[src/rtl/cdc_hs_rx.sv]
// cdc_hs_rx: receiving side of a four-phase req/ack handshake between clock domains.
// Only the req level is synchronized; the data bus is captured once that level is seen.
//
// Ports:
//   clk        local (destination) clock
//   rst        synchronous active-high reset
//   req_in     four-phase request from the source domain (asynchronous)
//   data_in    source word, held stable by the source while req is high
//   ack_out    four-phase acknowledge to the source domain (driven by a flop)
//   out_data   captured word
//   out_valid  out_data valid
//   out_ready  downstream accepts the word
//   busy       receiver is in any state other than IDLE
//   proto_err  sticky flag: req was withdrawn before ack
//   xfer_cnt   completed handshakes, wraps
module cdc_hs_rx #(
    parameter int DATA_W      = 8,
    parameter int SYNC_STAGES = 2,
    parameter int CNT_W       = 16
) (
    input  logic              clk,
    input  logic              rst,
    input  logic              req_in,
    input  logic [DATA_W-1:0] data_in,
    output logic              ack_out,
    output logic [DATA_W-1:0] out_data,
    output logic              out_valid,
    input  logic              out_ready,
    output logic              busy,
    output logic              proto_err,
    output logic [CNT_W-1:0]  xfer_cnt
);

    typedef enum logic [1:0] {
        S_IDLE = 2'd0,
        S_HOLD = 2'd1,
        S_ACK  = 2'd2
    } state_t;

    logic [SYNC_STAGES-1:0] req_sync;
    logic                   req_s;
    logic                   req_q;

    state_t            state;
    state_t            state_n;
    logic              ack_q;
    logic              ack_n;
    logic              valid_q;
    logic              valid_n;
    logic [DATA_W-1:0] data_q;
    logic [DATA_W-1:0] data_n;
    logic [CNT_W-1:0]  cnt_q;
    logic [CNT_W-1:0]  cnt_n;
    logic              err_q;
    logic              err_n;

    // Plain flop chain: the only path by which req_in enters this domain.
    assign req_s = req_sync[SYNC_STAGES-1];

    // req_q retimes the synchronized level into the FSM, so that both the
    // rise (word presented) and the fall (ack released) appear
    // SYNC_STAGES+1 edges after the first edge that samples the new level.
    always_ff @(posedge clk) begin
        if (rst) begin
            req_sync <= '0;
            req_q    <= 1'b0;
        end else begin
            req_sync <= {req_sync[SYNC_STAGES-2:0], req_in};
            req_q    <= req_s;
        end
    end

    always_ff @(posedge clk) begin
        if (rst) begin
            state   <= S_IDLE;
            ack_q   <= 1'b0;
            valid_q <= 1'b0;
            data_q  <= '0;
            cnt_q   <= '0;
            err_q   <= 1'b0;
        end else begin
            state   <= state_n;
            ack_q   <= ack_n;
            valid_q <= valid_n;
            data_q  <= data_n;
            cnt_q   <= cnt_n;
            err_q   <= err_n;
        end
    end

    always_comb begin
        state_n = state;
        ack_n   = ack_q;
        valid_n = valid_q;
        data_n  = data_q;
        cnt_n   = cnt_q;
        err_n   = err_q;
        case (state)
            S_IDLE: begin
                ack_n   = 1'b0;
                valid_n = 1'b0;
                // data_in is quasi-static while req is high, so it is
                // safe to capture once the synchronized req is seen.
                if (req_q) begin
                    data_n  = data_in;
                    valid_n = 1'b1;
                    state_n = S_HOLD;
                end
            end
            S_HOLD: begin
                valid_n = 1'b1;
                // Source dropped req before we acked: flag it but still
                // deliver the word we already hold.
                if (!req_q) begin
                    err_n = 1'b1;
                end
                if (out_ready) begin
                    valid_n = 1'b0;
                    ack_n   = 1'b1;
                    cnt_n   = cnt_q + CNT_W'(1);
                    state_n = S_ACK;
                end
            end
            S_ACK: begin
                valid_n = 1'b0;
                if (!req_q) begin
                    ack_n   = 1'b0;
                    state_n = S_IDLE;
                end
            end
            default: begin
                state_n = S_IDLE;
                ack_n   = 1'b0;
                valid_n = 1'b0;
            end
        endcase
    end

    assign ack_out   = ack_q;
    assign out_valid = valid_q;
    assign out_data  = data_q;
    assign xfer_cnt  = cnt_q;
    assign proto_err = err_q;
    assign busy      = (state != S_IDLE);

endmodule

[config.mk]
export PLATFORM = sky130hd
export DESIGN_NAME = cdc_hs_rx
export DESIGN_NICKNAME = d
export VERILOG_FILES = /design/src/rtl/cdc_hs_rx.sv
export SDC_FILE = /design/constraint.sdc
export NUM_CORES = 1
export LEC_CHECK = 0
export BUFFER_PORTS_ARGS = -buffer_cell sky130_fd_sc_hd__buf_2
export CAP_MARGIN = 20
export CORE_MARGIN = 1
export CORE_UTILIZATION = 53
export DETAILED_ROUTE_END_ITERATION = 7
export PLACE_DENSITY = 0.82
export SYNTH_ARGS = -nofsm -noshare
export SYNTH_HDL_FRONTEND = slang
export SYNTH_SLANG_ARGS = --single-unit
[constraint.sdc]
create_clock -name clk -period 2.8 [get_ports clk]
set_input_delay 0.14 -clock clk [delete_from_list [all_inputs] [get_ports clk]]
set_output_delay 0.14 -clock clk [all_outputs]
set_load 0.1 [all_outputs]
==> run_results.csv, run 1 <==
group,metric,value,unit
yosys,synthesis.nets,152,
pwr,p_total,0.764,mW
timing,worst_slew_pin_slew,566,ps
timing,setup_viol,0,
critical_path,critPathMaxFanout,8,
critical_path,r2r_end,"xfer_cnt[15]",
placement,dp_hpwl,1880,um
timing,skew,12.7,ps
timing,rsz0062_at_grt,"false",
yosys,synth_cell_type_count,30,
global_routing,grt_pass1_vias,985,
floorplan,io_pins,40,
timing,hold_viol,0,
clocking,post_cts_resized,0,
critical_path,r2r_slack,910,ps
pwr,p_per_area,492,mW/mm^2
run,drv_cap,0,
layout,utilization,68.3,%
critical_path,cp-startpoint,"xfer_cnt[2]",
run_status,status,"finished, final reports clean",
placement,place.gp.congestion,0.810,
routing,drtAntennaViolNets,0,
layout,final_cells,207,
routing,wl,2620,um
critical_path,crit_chain,"nand3_1, or4b_4, or3_1, a21oi_1",
floorplan,die_area,0.00267,mm^2
yosys,yosysTopAreaCell,"dfxtp_1",
routing,post_drt_wl_per_cell,12.7,um
yosys,netlist_instances,139,
critical_path,crit_family,"simple AND/OR/NAND/NOR gates",
clocking,cts.sinks,32,
clocking,insertion_delay,330,ps
floorplan,die_y,51.7,um
clocking,post_cts_buffers,0,
layout,fill_cells,188,
critical_path,slowest_delay,600,ps
routing,drc,0,
layout,final_nets,192,
critical_path,r2r-start,"xfer_cnt[2]",
layout,drive_gt1_share,28.5,%
timing,period_share,67.4,%
yosys,synth_top_cell_area_share,49.0,%
timing,setup_slack,913,ps
routing,vias,1103,
floorplan,fp.dieW,51.7,um
floorplan,core-area,0.00228,mm^2
yosys,synth-seq-cells,32,
critical_path,criticalPathCategory,"flip-flop to flip-flop",
critical_path,slowest_stage,"or4b_4",
placement,placedCellCount,200,
yosys,synth-warning-count,0,
yosys,synth.avg_cell_area,9.41,um^2
timing,fmax,530,MHz
layout,diodes,0,
clocking,holdBufCountCts,0,
critical_path,worstSetupEndpointType,"flip-flop",
placement,io_buffer_count,39,
global_routing,grt_usage,22.1,%
clocking,cts_root_buf,"clkbuf_4",
global_routing,globalRouteOverflowTotal,0,
yosys,netlist_top_cells_area,"dfxtp_1 49%, mux2i_1 6.9%, nor2_1 6.9%",
critical_path,worstSetupEndpoint,"xfer_cnt[15]",
hold_path,hp-class,"input port to flip-flop",
pwr,leakage,0.693,nW
routing,first_iter_violations,25,
clocking,clk_path_buf_depth,2,
critical_path,reg2regPathDepth,4,
clocking,cts_buffers,5,
timing,period_minus_slack,1890,ps
placement,place_ws,985,ps
critical_path,critical_path_buf_inv_count,0,
layout,area_growth,18.9,%
global_routing,grt_pass1_wl,4280,um
critical_path,worst-path-stages,4,
critical_path,required,3060,ps
critical_path,worstPathArrival,2140,ps
clocking,cts_tree,"done",
routing,routed_via_density,5.33,
timing,drv_slew,0,
global_routing,antenna_found_initial,0,
clocking,cts.clk_slew.worst_paths,100,ps
critical_path,start_kind,"flip-flop",
routing,first_pass_iters,4,
timing,tns,0,ps
pwr,ir_worst_vdd,524,uV
floorplan,std_cell_rows,17,
floorplan,start_util,57.4,%
global_routing,grt_max_degree,33,
yosys,ys_seq_area_share,49.0,%
timing,slew_headroom,62.3,%
yosys,syn_area,0.00131,mm^2
clocking,htree_levels,2,
==> cells in the final DEF (no fill, tap or decap), types with 2 or more instances in the layout <==
master,n
a21oi_1,8
o21ai_0,4
clkbuf_4,5
nor2b_1,3
nand3_1,4
or3_1,2
nand4b_1,2
nor3_1,5
and2b_1,2
nand4_1,4
and3_1,2
dfxtp_1,32
nor2_1,24
xnor2_1,6
xor2_1,4
nand2_1,6
buf_2,39
nor3b_1,2
mux2i_1,9
and4_1,2
inv_1,3
==> worst min path at each step <==
| stage | slack [ps] | start | endpoint | cells after the start |
|---|---|---|---|---|
| 2_1_floorplan | 210 | rst | req_q | 1 |
| 3_3_place_gp | 370 | req_in | req_sync[0] | 2 |
| 3_5_place_dp | 370 | req_in | req_sync[0] | 2 |
| 4_1_cts | 30 | req_in | req_sync[0] | 2 |
| 5_1_grt | 20 | req_in | req_sync[0] | 2 |
| 6_report | 20 | req_in | req_sync[0] | 2 |
==> synth_stat cells <==
cell type	count
nand3_1	4
or2_2	1
nor3b_1	2
and2b_1	2
inv_1	3
nor2b_1	3
a21oi_1	8
or4b_4	1
nand2_1	6
buf_6	1
xnor2_1	6
nand4b_1	2
nor3_1	5
and2_1	1
a31o_2	1
clkbuf_1	5
and4_1	2
and3_1	2
mux2i_1	9
nor4_1	1
or3_1	2
o21ai_0	4
nand4_1	4
dfxtp_1	32
mux2_2	1
ha_1	1
nand3b_4	1
nor2_1	24
and4b_2	1
xor2_1	4
==> metrics by stage <==
| step | hold slack (ps) | instance area [um^2] |
|---|---|---|
| floorplan | 212 | 1310 |
| global placement | 367 | 1510 |
| detailed placement | 367 | 1510 |
| CTS | 27.3 | 1550 |
| global route | 19.2 | 1550 |
| finish | 15.8 | 1550 |
==> kinds of logic (layout without fill, tap and decap cells) <==
family,Yosys count,count (layout),share of synthesized area [%]
AO/OA/AOI/OAI,13,13,5.26
XOR/XNOR,10,10,6.70
adder cells (fa/ha/maj),1,1,0.957
buffers and inverters,9,49,3.16
flip-flops,32,32,49.0
multiplexers,10,10,7.75
AND/OR/NAND/NOR,64,64,27.2
==> per-layer routing <==
layer,global-route usage [%],wire length [um],vias up
met5,0,0,-
met4,9.01,47,0
met3,8.19,167,6
met2,37.4,1220,33
met1,24.7,1180,506
li1,-,-,558
==> power by group <==
group | internal [mW] | switching [mW]
registers | 0.460 | 0.00313
clock network | 0.0923 | 0.148
logic | 0.0147 | 0.0458
==> layout make-up <==
| type | count | area [um^2] | area share (%) |
|---|---|---|---|
| Clock buffer | 6 | 41.3 | 2.66 |
| Clock inverter | 1 | 5.00 | 0.322 |
| Inverter | 3 | 11.3 | 0.725 |
| Multi-Input combinational cell | 98 | 626 | 40.3 |
| Sequential cell | 32 | 641 | 41.2 |
| Tap cell | 28 | 35.0 | 2.25 |
| Timing Repair Buffer | 39 | 195 | 12.6 |
==> registers in the layout (all words and copies together), names as in the netlist <==
register	count
xfer_cnt	16
out_data	8
state	2
req_q	1
proto_err	1
ack_out	1
req_sync	2
out_valid	1
Power figures use the tool's default switching activity.
==> run 2, diff against run 1 <==
--- a/config.mk
+++ b/config.mk
@@ -8,9 +8,9 @@
 export BUFFER_PORTS_ARGS = -buffer_cell sky130_fd_sc_hd__buf_2
 export CAP_MARGIN = 20
 export CORE_MARGIN = 1
-export CORE_UTILIZATION = 53
+export CORE_UTILIZATION = 49
 export DETAILED_ROUTE_END_ITERATION = 7
-export PLACE_DENSITY = 0.82
+export PLACE_DENSITY = 0.77
 export SYNTH_ARGS = -nofsm -noshare
 export SYNTH_HDL_FRONTEND = slang
 export SYNTH_SLANG_ARGS = --single-unit
==> constraint.sdc (replaced) <==
create_clock -name clk -period 1.8 [get_ports clk]
set_input_delay 0.09 -clock clk [delete_from_list [all_inputs] [get_ports clk]]
set_output_delay 0.09 -clock clk [all_outputs]
set_load 0.1 [all_outputs]
==> run_results.csv, run 2 (same netlist as run 1, synthesis figures left out) <==
group,metric,value,unit
critical_path,critPathMaxFanout,5,
critical_path,slowest_delay,580,ps
timing,fmax,594,MHz
routing,post_drt_wl_per_cell,13.5,um
critical_path,reg2regPathDepth,4,
timing,skew,10.7,ps
clocking,cts.sinks,32,
clocking,insertion_delay,340,ps
placement,place.gp.congestion,0.696,
pwr,switching_share,25.3,%
pwr,internal_power,0.929,mW
clocking,htree_levels,2,
timing,slew_headroom,63.2,%
timing,timing.hold.ws,199,ps
floorplan,io_pins,40,
floorplan,die_area,0.00288,mm^2
clocking,cts_buffers,5,
critical_path,worstPathArrival,1940,ps
floorplan,core-area,0.00250,mm^2
critical_path,r2r_end,"xfer_cnt[13]",
pwr,seq_power_share,56.7,%
placement,place_ws,133,ps
timing,rsz0062_at_grt,"false",
hold_path,hold-path-endpoint,"ack_out",
clocking,cts_tree,"done",
clocking,clk_path_buf_depth,2,
hold_path,holdPathStages,5,
routing,drtAntennaViolNets,0,
timing,period_minus_slack,1680,ps
run,drv_cap,0,
critical_path,worstSetupEndpointType,"flip-flop",
critical_path,slowest_stage,"or4b_4",
routing,first_iter_violations,18,
critical_path,crit_family,"simple AND/OR/NAND/NOR gates",
hold_path,min_from,"out_ready",
pwr,p_per_area,718,mW/mm^2
critical_path,criticalPathCategory,"flip-flop to flip-flop",
critical_path,worst-path-stages,4,
timing,setup_viol,0,
routing,routed_via_density,5.20,
layout,final_cells,222,
floorplan,start_util,52.3,%
run_status,status,"finished, final reports clean",
global_routing,grt_pass1_wl,4720,um
global_routing,globalRouteOverflowTotal,0,
placement,placedCellCount,205,
pwr,p_clk_share,34.3,%
clocking,cts.clk_slew.worst_paths,100,ps
layout,largest_reg_flops,16,
critical_path,crit_chain,"nand4_1, or4b_4, or3_1, a21oi_1",
layout,final_nets,204,
timing,hold_viol,0,
routing,first_pass_iters,4,
global_routing,grt_max_degree,33,
timing,worst_slew_pin_slew,552,ps
critical_path,critical_path_buf_inv_count,0,
layout,final_cell_mix,"39 x buf_2, 24 x nor2_1, 17 x dfxtp_1",
timing,setup_slack,117,ps
hold_path,hp-class,"input port to flip-flop",
layout,area_growth,32.5,%
timing,drv_slew,0,
floorplan,die_y,53.7,um
floorplan,fp.dieW,53.7,um
layout,diodes,0,
global_routing,antenna_found_initial,0,
critical_path,r2r_slack,120,ps
critical_path,start_kind,"flip-flop",
critical_path,required,2060,ps
timing,tns,0,ps
clocking,cts_root_buf,"clkbuf_4",
global_routing,grt_pass1_vias,1059,
layout,final_common_cell,"buf_2",
pwr,ir_worst_vdd,629,uV
placement,dp_hpwl,1960,um
routing,drc,0,
pwr,p_sw,0.315,mW
routing,wl,2990,um
pwr,leakage,0.760,nW
routing,vias,1155,
layout,drive_gt1_share,36.5,%
placement,io_buffer_count,39,
floorplan,std_cell_rows,18,
global_routing,grt_usage,24.2,%
critical_path,cp-startpoint,"xfer_cnt[5]",
layout,fill_cells,191,
pwr,pwr-share-comb,9.0,%
critical_path,r2r-start,"xfer_cnt[5]",
timing,period_share,93.5,%
-- run 2: changes by cell type in the layout (fill, tap and decap cells not counted), sizes merged --
cell / change
buf: +3
clkinv: -1
dlygate4sd3: +9
clkbuf: +2
-- run 2: layout make-up --
type	instances	area [um^2]	area share, %
well taps	30	37.5	2.17
inverters	3	11.3	0.650
clock buffers	8	58.8	3.39
multi-input cells	98	631	36.4
repair buffers	51	308	17.8
flip-flops and latches	32	687	39.6
-- run 2: worst register-to-register path: cells and delay by family (launching register included) --
family | cells | cell delay [ps]
AO/OA/AOI/OAI | 1 | 150
flip-flops | 1 | 380
AND/OR/NAND/NOR | 3 | 1070
-- run 2: metal layers --
metal  GRT usage, %  up-vias  part of all wire [%]
li1               -      583                     -
met1           28.4      529                    44
met2           36.9       33                    48
met3           9.60       10                   4.7
met4           14.5        0                   3.2
met5              0        -                     0
-- run 2: power groups by stage --
stage / clock (mW) / sequential (mW) / combinational (mW)
finish: 0.427 / 0.705 / 0.112
global route: 0.477 / 0.706 / 0.118
CTS: 0.440 / 0.705 / 0.111
detailed placement: 0 / 0.721 / 0.0954
global placement: 0 / 0.721 / 0.0938
floorplan: 0 / 0.761 / 0.0318
-- run 2: repair_timing --
action | 4_1_cts | 5_1_grt
buffers inserted | 0 | 0
setup endpoints to repair | 0 | 2
hold buffers | 9 | 0
endpoints found under the hold margin | 9 | 0
resized for setup | 0 | 1
-- run 2: stage by stage --
stage	power (mW)	util, %	cell area, um^2
after floorplan	0.793	-	1360
after global placement	0.814	63.3	1580
after detailed placement	0.817	63.3	1580
after CTS	1.26	69.3	1730
after global routing	1.30	69.3	1730
final	1.24	69.3	1730
-- run 2: how the worst max path moves through the flow --
stage | end | slack, ps
2_1_floorplan | xfer_cnt[13] | -30
3_3_place_gp | xfer_cnt[13] | 220
3_5_place_dp | xfer_cnt[13] | 130
4_1_cts | xfer_cnt[13] | 90
5_1_grt | xfer_cnt[13] | 80
6_report | xfer_cnt[13] | 120
